[src/rtl/ws2812_chain_drv.sv]
// WS2812 chain driver: streams LED_NUM pixels GRB/MSB-first, then holds the line low to latch; start->first rise 3 cycles.
// No backpressure: start is only taken in IDLE and ignored while busy. WS2812_BRIGHT_EN adds the bright scaling port.
module ws2812_chain_drv #(
    parameter int CLK_FRE  = 50_000_000,
    parameter int LED_NUM  = 8,
    parameter int T0H_NS   = 400,
    parameter int T1H_NS   = 850,
    parameter int TBIT_NS  = 1250,
    parameter int RESET_US = 80,
    localparam int ADDR_W  = (LED_NUM > 1) ? $clog2(LED_NUM) : 1
) (
    input  logic              clk,
    input  logic              rst,
    input  logic              start,
    output logic              busy,
    output logic              done,
    output logic              pix_rd,
    output logic [ADDR_W-1:0] pix_addr,
    input  logic [23:0]       pix_data,
`ifdef WS2812_BRIGHT_EN
    input  logic [7:0]        bright,
`endif
    output logic              dat_o
);

    localparam int CPM   = CLK_FRE / 1_000_000;
    localparam int C0H   = CPM * T0H_NS / 1000;
    localparam int C1H   = CPM * T1H_NS / 1000;
    localparam int CBIT  = CPM * TBIT_NS / 1000;
    localparam int CRST  = CPM * RESET_US;
    localparam int CMAX  = (CRST > CBIT) ? CRST : CBIT;
    localparam int CNT_W = $clog2(CMAX + 1);

    localparam logic [CNT_W-1:0]  C0H_M1   = CNT_W'(C0H - 1);
    localparam logic [CNT_W-1:0]  C1H_M1   = CNT_W'(C1H - 1);
    localparam logic [CNT_W-1:0]  CBIT_M1  = CNT_W'(CBIT - 1);
    localparam logic [CNT_W-1:0]  CRST_M1  = CNT_W'(CRST - 1);
    localparam logic [ADDR_W-1:0] LAST_PIX = ADDR_W'(LED_NUM - 1);

    typedef enum logic [2:0] {
        S_IDLE, S_FETCH, S_CAPT, S_HIGH, S_LOW, S_LATCH
    } state_t;

    state_t              state_q, state_d;
    logic [CNT_W-1:0]    cnt_q, cnt_d;
    logic [4:0]          bit_cnt_q, bit_cnt_d;
    logic [ADDR_W-1:0]   pix_cnt_q, pix_cnt_d;
    logic [ADDR_W-1:0]   addr_q, addr_d;
    logic [23:0]         shift_q, shift_d;
    logic [23:0]         next_buf_q, next_buf_d;
    logic                pend_q, pend_d;
    logic                last_pix;
    logic [CNT_W-1:0]    high_m1;

    function automatic logic [7:0] scale(input logic [7:0] c);
`ifdef WS2812_BRIGHT_EN
        logic [15:0] prod;
        prod = 16'(c) * (16'(bright) + 16'd1);
        return prod[15:8];
`else
        return c;
`endif
    endfunction

    // Store holds {R,G,B}; the strip expects G first.
    function automatic logic [23:0] to_grb(input logic [23:0] px);
        return {scale(px[15:8]), scale(px[23:16]), scale(px[7:0])};
    endfunction

    always_ff @(posedge clk) begin
        if (rst) begin
            state_q    <= S_IDLE;
            cnt_q      <= '0;
            bit_cnt_q  <= '0;
            pix_cnt_q  <= '0;
            addr_q     <= '0;
            shift_q    <= '0;
            next_buf_q <= '0;
            pend_q     <= 1'b0;
        end else begin
            state_q    <= state_d;
            cnt_q      <= cnt_d;
            bit_cnt_q  <= bit_cnt_d;
            pix_cnt_q  <= pix_cnt_d;
            addr_q     <= addr_d;
            shift_q    <= shift_d;
            next_buf_q <= next_buf_d;
            pend_q     <= pend_d;
        end
    end

    assign last_pix = (pix_cnt_q == LAST_PIX);
    assign high_m1  = shift_q[23] ? C1H_M1 : C0H_M1;

    always_comb begin
        state_d    = state_q;
        cnt_d      = cnt_q;
        bit_cnt_d  = bit_cnt_q;
        pix_cnt_d  = pix_cnt_q;
        addr_d     = addr_q;
        shift_d    = shift_q;
        next_buf_d = next_buf_q;
        pend_d     = 1'b0;
        busy       = (state_q != S_IDLE);
        done       = 1'b0;
        pix_rd     = 1'b0;
        pix_addr   = addr_q;
        dat_o      = 1'b0;

        if (pend_q) begin
            next_buf_d = to_grb(pix_data);
        end

        unique case (state_q)
            S_IDLE: begin
                if (start) begin
                    state_d   = S_FETCH;
                    cnt_d     = '0;
                    bit_cnt_d = '0;
                    pix_cnt_d = '0;
                end
            end
            S_FETCH: begin
                pix_rd   = 1'b1;
                pix_addr = '0;
                addr_d   = '0;
                state_d  = S_CAPT;
            end
            S_CAPT: begin
                shift_d = to_grb(pix_data);
                cnt_d   = '0;
                state_d = S_HIGH;
            end
            S_HIGH: begin
                dat_o = 1'b1;
                // Fetch pixel n+1 while pixel n is on the wire so the next pixel follows with no gap.
                if (bit_cnt_q == 5'd0 && cnt_q == '0 && !last_pix) begin
                    pix_rd   = 1'b1;
                    pix_addr = pix_cnt_q + ADDR_W'(1);
                    addr_d   = pix_cnt_q + ADDR_W'(1);
                    pend_d   = 1'b1;
                end
                cnt_d = cnt_q + CNT_W'(1);
                if (cnt_q == high_m1) begin
                    state_d = S_LOW;
                end
            end
            S_LOW: begin
                cnt_d = cnt_q + CNT_W'(1);
                if (cnt_q == CBIT_M1) begin
                    cnt_d = '0;
                    if (bit_cnt_q == 5'd23) begin
                        if (!last_pix) begin
                            shift_d   = next_buf_q;
                            pix_cnt_d = pix_cnt_q + ADDR_W'(1);
                            bit_cnt_d = '0;
                            state_d   = S_HIGH;
                        end else begin
                            state_d = S_LATCH;
                        end
                    end else begin
                        shift_d   = {shift_q[22:0], 1'b0};
                        bit_cnt_d = bit_cnt_q + 5'd1;
                        state_d   = S_HIGH;
                    end
                end
            end
            S_LATCH: begin
                cnt_d = cnt_q + CNT_W'(1);
                if (cnt_q == CRST_M1) begin
                    done    = 1'b1;
                    busy    = 1'b0;
                    cnt_d   = '0;
                    state_d = S_IDLE;
                end
            end
            default: begin
                state_d = S_IDLE;
            end
        endcase
    end

endmodule

[config.mk]
export PLATFORM = sky130hd
export DESIGN_NAME = ws2812_chain_drv
export DESIGN_NICKNAME = d
export VERILOG_FILES = /design/src/rtl/ws2812_chain_drv.sv
export SDC_FILE = /design/constraint.sdc
export NUM_CORES = 1
export LEC_CHECK = 0
export BUFFER_PORTS_ARGS = -buffer_cell sky130_fd_sc_hd__buf_2
export CAP_MARGIN = 20
export CORE_MARGIN = 2
export CORE_UTILIZATION = 54
export DETAILED_ROUTE_END_ITERATION = 6
export PLACE_DENSITY = 0.84
export SLEW_MARGIN = 20
export SYNTH_ARGS = -nofsm -noshare
export SYNTH_HDL_FRONTEND = slang
export SYNTH_SLANG_ARGS = --single-unit
[constraint.sdc]
create_clock -name clk -period 2.4 [get_ports clk]
set_clock_uncertainty 0.05 [all_clocks]
set_input_delay 0.48 -clock clk [delete_from_list [all_inputs] [get_ports clk]]
set_output_delay 0.48 -clock clk [all_outputs]
set_load 0.05 [all_outputs]
==> results.md <==
* Port Buf Inserts at 33
* CP Launch Type: flop
* DRT iter0 DRCs at around 300
* CTS tree: built
* Layout area overhead at 21.6%
* Final WL at between 10000 and 15000 um
* Maxcap violations at 0
* Max incr delay on CP at ~550 ps
* CTS Root Cell: clkbuf_8
* Row Count at 30
* Sequential fraction of the synthesis area at between 30 and 40%
* Remaining Overflow, GRT at 0
* DRC viols at 0
* Hold Path Class: in2reg
* Syn Inst Count at 489
* WP data required at about 1900 ps
* Final setup fails at 15
* Largest cells by area after synthesis: dfxtp_1, mux2i_1, nand2_1
* Hold wc startpoint: pix_data[11]
* H-Tree Depth at 3
* WS Path Type: reg2out
* Post-route minimum period at 2760 ps
* Worst relative slew slack at 62.0%
* Simple-Gate Fraction of Synth Area at about a quarter
* CTS Hold Bufs at 0
* Crit path max fanout at 5
* Setup tns final at -1340 ps
* First-pass GRT wire length at ~16000 um
* Vias in the first global route at 3529
* Clock Latency Late Sink at around 360 ps
* Syn_nets at between 500 and 600
* Worst Setup SP: cnt_q[11]
* Synth async-reset ratio at 0%
* Pleak at roughly 1.6 nW
* Final Cell Area at 0.00469 sq mm
* Post-synthesis xor/xnor area fraction at 0.227%
* Worst-Margin Slew at 571 ps
* Clk pin slew, worst setup/hold paths at roughly 80 ps
* Drt via density at 6.08
* Warnings, synthesis at 0
* Worst setup EP type: primary output
* RR Startpoint: cnt_q[11]
* Die area at around 0.0078 sq mm
* Final period utilization at 115%
* Most frequent cell after synthesis: dfxtp_1
* Post-Synth Adder-Cell Area at around 2.3%
* Core area at roughly 0.0069 sq mm
* Setup ws final at -360 ps
* Post-synthesis mux area share at 7.55%
* Share of the synthesized area in the top cell type at about two fifths
* Fraction of the mapped netlist area in compound gates at 20.7%
* Worst-path cell chain: or4_4 -> nor3_4 -> and4_4 -> mux2i_2 -> nor2_4 -> buf_2
* Slew Viols, Final at 0
* Violated checks: setup timing
* Final nets at 560
* Status: finished, violations left
* Share of layout cells above drive strength 1 at a little under a quarter
* # IOs at 34
* DR WL/cell at between 15 and 20 um
* Post-Syn Area at 0.00386 sq mm
* Die Span Y at just under 90 um
* Placement Cell Area at approximately 0.0042 sq mm
* Initial antenna violation count at 0
* Final hold vios at 0
* Die width at roughly 89 um
* Synth cell types at 49
* Synthesis-stage register bit count at 75
* Clock Tree Buf Depth at 2
* Drt first pass iters at 5
* RD Place Congestion at 0.893
* RSZ-0062 raised after global routing: yes
* Largest net degree at the start of global routing at 32
* GRT Resource Usage Total at about a quarter
* Syn_area_per_cell at between 7 and 8 sq um
* Number of flops mapped to enable cells by yosys at 0
* Most instantiated cells after synthesis: dfxtp_1, nand2_1, nor2_1, a21oi_1, clkbuf_1
* Main synth FF type: dfxtp_1
* Largest area contributor in the netlist: dfxtp_1
* DP Wirelength at slightly above 6000 um
* Initial Utilization at between 50% and 60%
* PwrDens at roughly 590 mW/mm^2
* Critical-path top delay cell: or4_4
* DR vias at approximately 3800
* WP data arrival at between 2000 and 2500 ps
* CTS Buf Count at 9
* Antenna-violating nets left at 0
* CTS sink cnt at 75
* Max Fclk at 362 MHz
* # diodes at 0
* Largest family of logic cells by synthesized area: simple AND/OR/NAND/NOR gates
* Worst VDD drop at between 400 and 500 uV
## where the power goes
group          total (W)  switching [W]  internal (W)
logic           0.000456       0.000290      0.000167
clock network    0.00102       0.000505      0.000515
registers        0.00131      0.0000271       0.00129
## cells in the final DEF, fill, tap and decap left out, types with 2 or more instances in the layout
master and n:
nand2_1 71, dfxtp_1 70, a21oi_1 39, nor2_1 38, buf_2 30, buf_4 30, nand3_1 28, mux2i_1 27
o2111ai_1 23, o21ai_0 17, o21ai_1 15, clkbuf_8 10, inv_1 9, nor3_1 8, nand4_1 7, and2_1 7
ha_1 6, nor2b_1 5, o22ai_2 5, nand3b_1 4, dfxtp_2 4, buf_6 4, nor4_1 3, nor2_4 3
o22ai_1 3, nand4b_1 3, a31oi_2 3, a31oi_1 3, clkinvlp_4 3, or2_2 2, nand2b_1 2, nor3_2 2
a211oi_1 2, o21a_1 2, and3_1 2, o31a_1 2, inv_6 2, buf_12 2
## path summary, 6_finish.rpt
kind                         end  cells after the start  slack, ps
setup / recovery     pix_addr[0]                      6       -360
setup reg to reg    bit_cnt_q[3]                      8       -110
hold reg to reg     pix_cnt_q[1]                      2        420
hold / removal    next_buf_q[19]                      3        320
## flip-flops by register name (all words and copies together), names as in the netlist
signal / flops
shift_q: 24
pix_cnt_q: 3
bit_cnt_q: 5
addr_q: 3
state_q: 3
next_buf_q: 24
cnt_q: 12
pend_q: 1
## repair_timing
| item | in CTS | in global routing |
|---|---|---|
| buffers inserted | 4 | 5 |
| pin swaps | 3 | 4 |
| resized for setup | 11 | 41 |
| gates cloned | 0 | 1 |
| setup endpoints to repair | 6 | 9 |
## area by class of cell
type                    instances  area, sq um
multi-input cells             361         2310
fillers                       547         2170
flip-flops and latches         75         1510
repair buffers                 69          508
clock buffers                  10          138
well taps                      96          120
clock inverters                 6         70.1
inverters                      10         37.5
## routing by layer
layer / vias up / wire length [um] / track usage, %
met5: - / 0 / 0
met4: 0 / 136 / 8.13
met3: 20 / 627 / 7.00
met2: 142 / 5280 / 43.6
met1: 1821 / 4320 / 32.2
li1: 1832 / - / -
## critical path: cells and delay by family, from the launching register on
family | cells | cell delay, ps
simple gates | 4 | 1050
flops | 1 | 320
mux | 1 | 290
buf+inv | 1 | 210
## logic make-up after synthesis
logic type / count (synthesis)
fa+ha+maj: 7
mux: 29
simple gates: 197
compound gates: 127
flops: 75
xor+xnor: 1
buf+inv: 53
## per-stage QoR
stage,instances,hold slack (ps),setup WS (ps),total power [W],utilization (%)
6_report,627,319,-360,0.00279,68.3
3_3_place_gp,601,394,-67.5,0.00173,61.5
5_1_grt,627,310,-430,0.00291,68.3
3_5_place_dp,601,414,-136,0.00174,61.5
4_1_cts,621,317,-356,0.00275,65.4
2_1_floorplan,489,386,-84.8,0.00160,-
No activity file was read; power rests on OpenSTA's default activity.
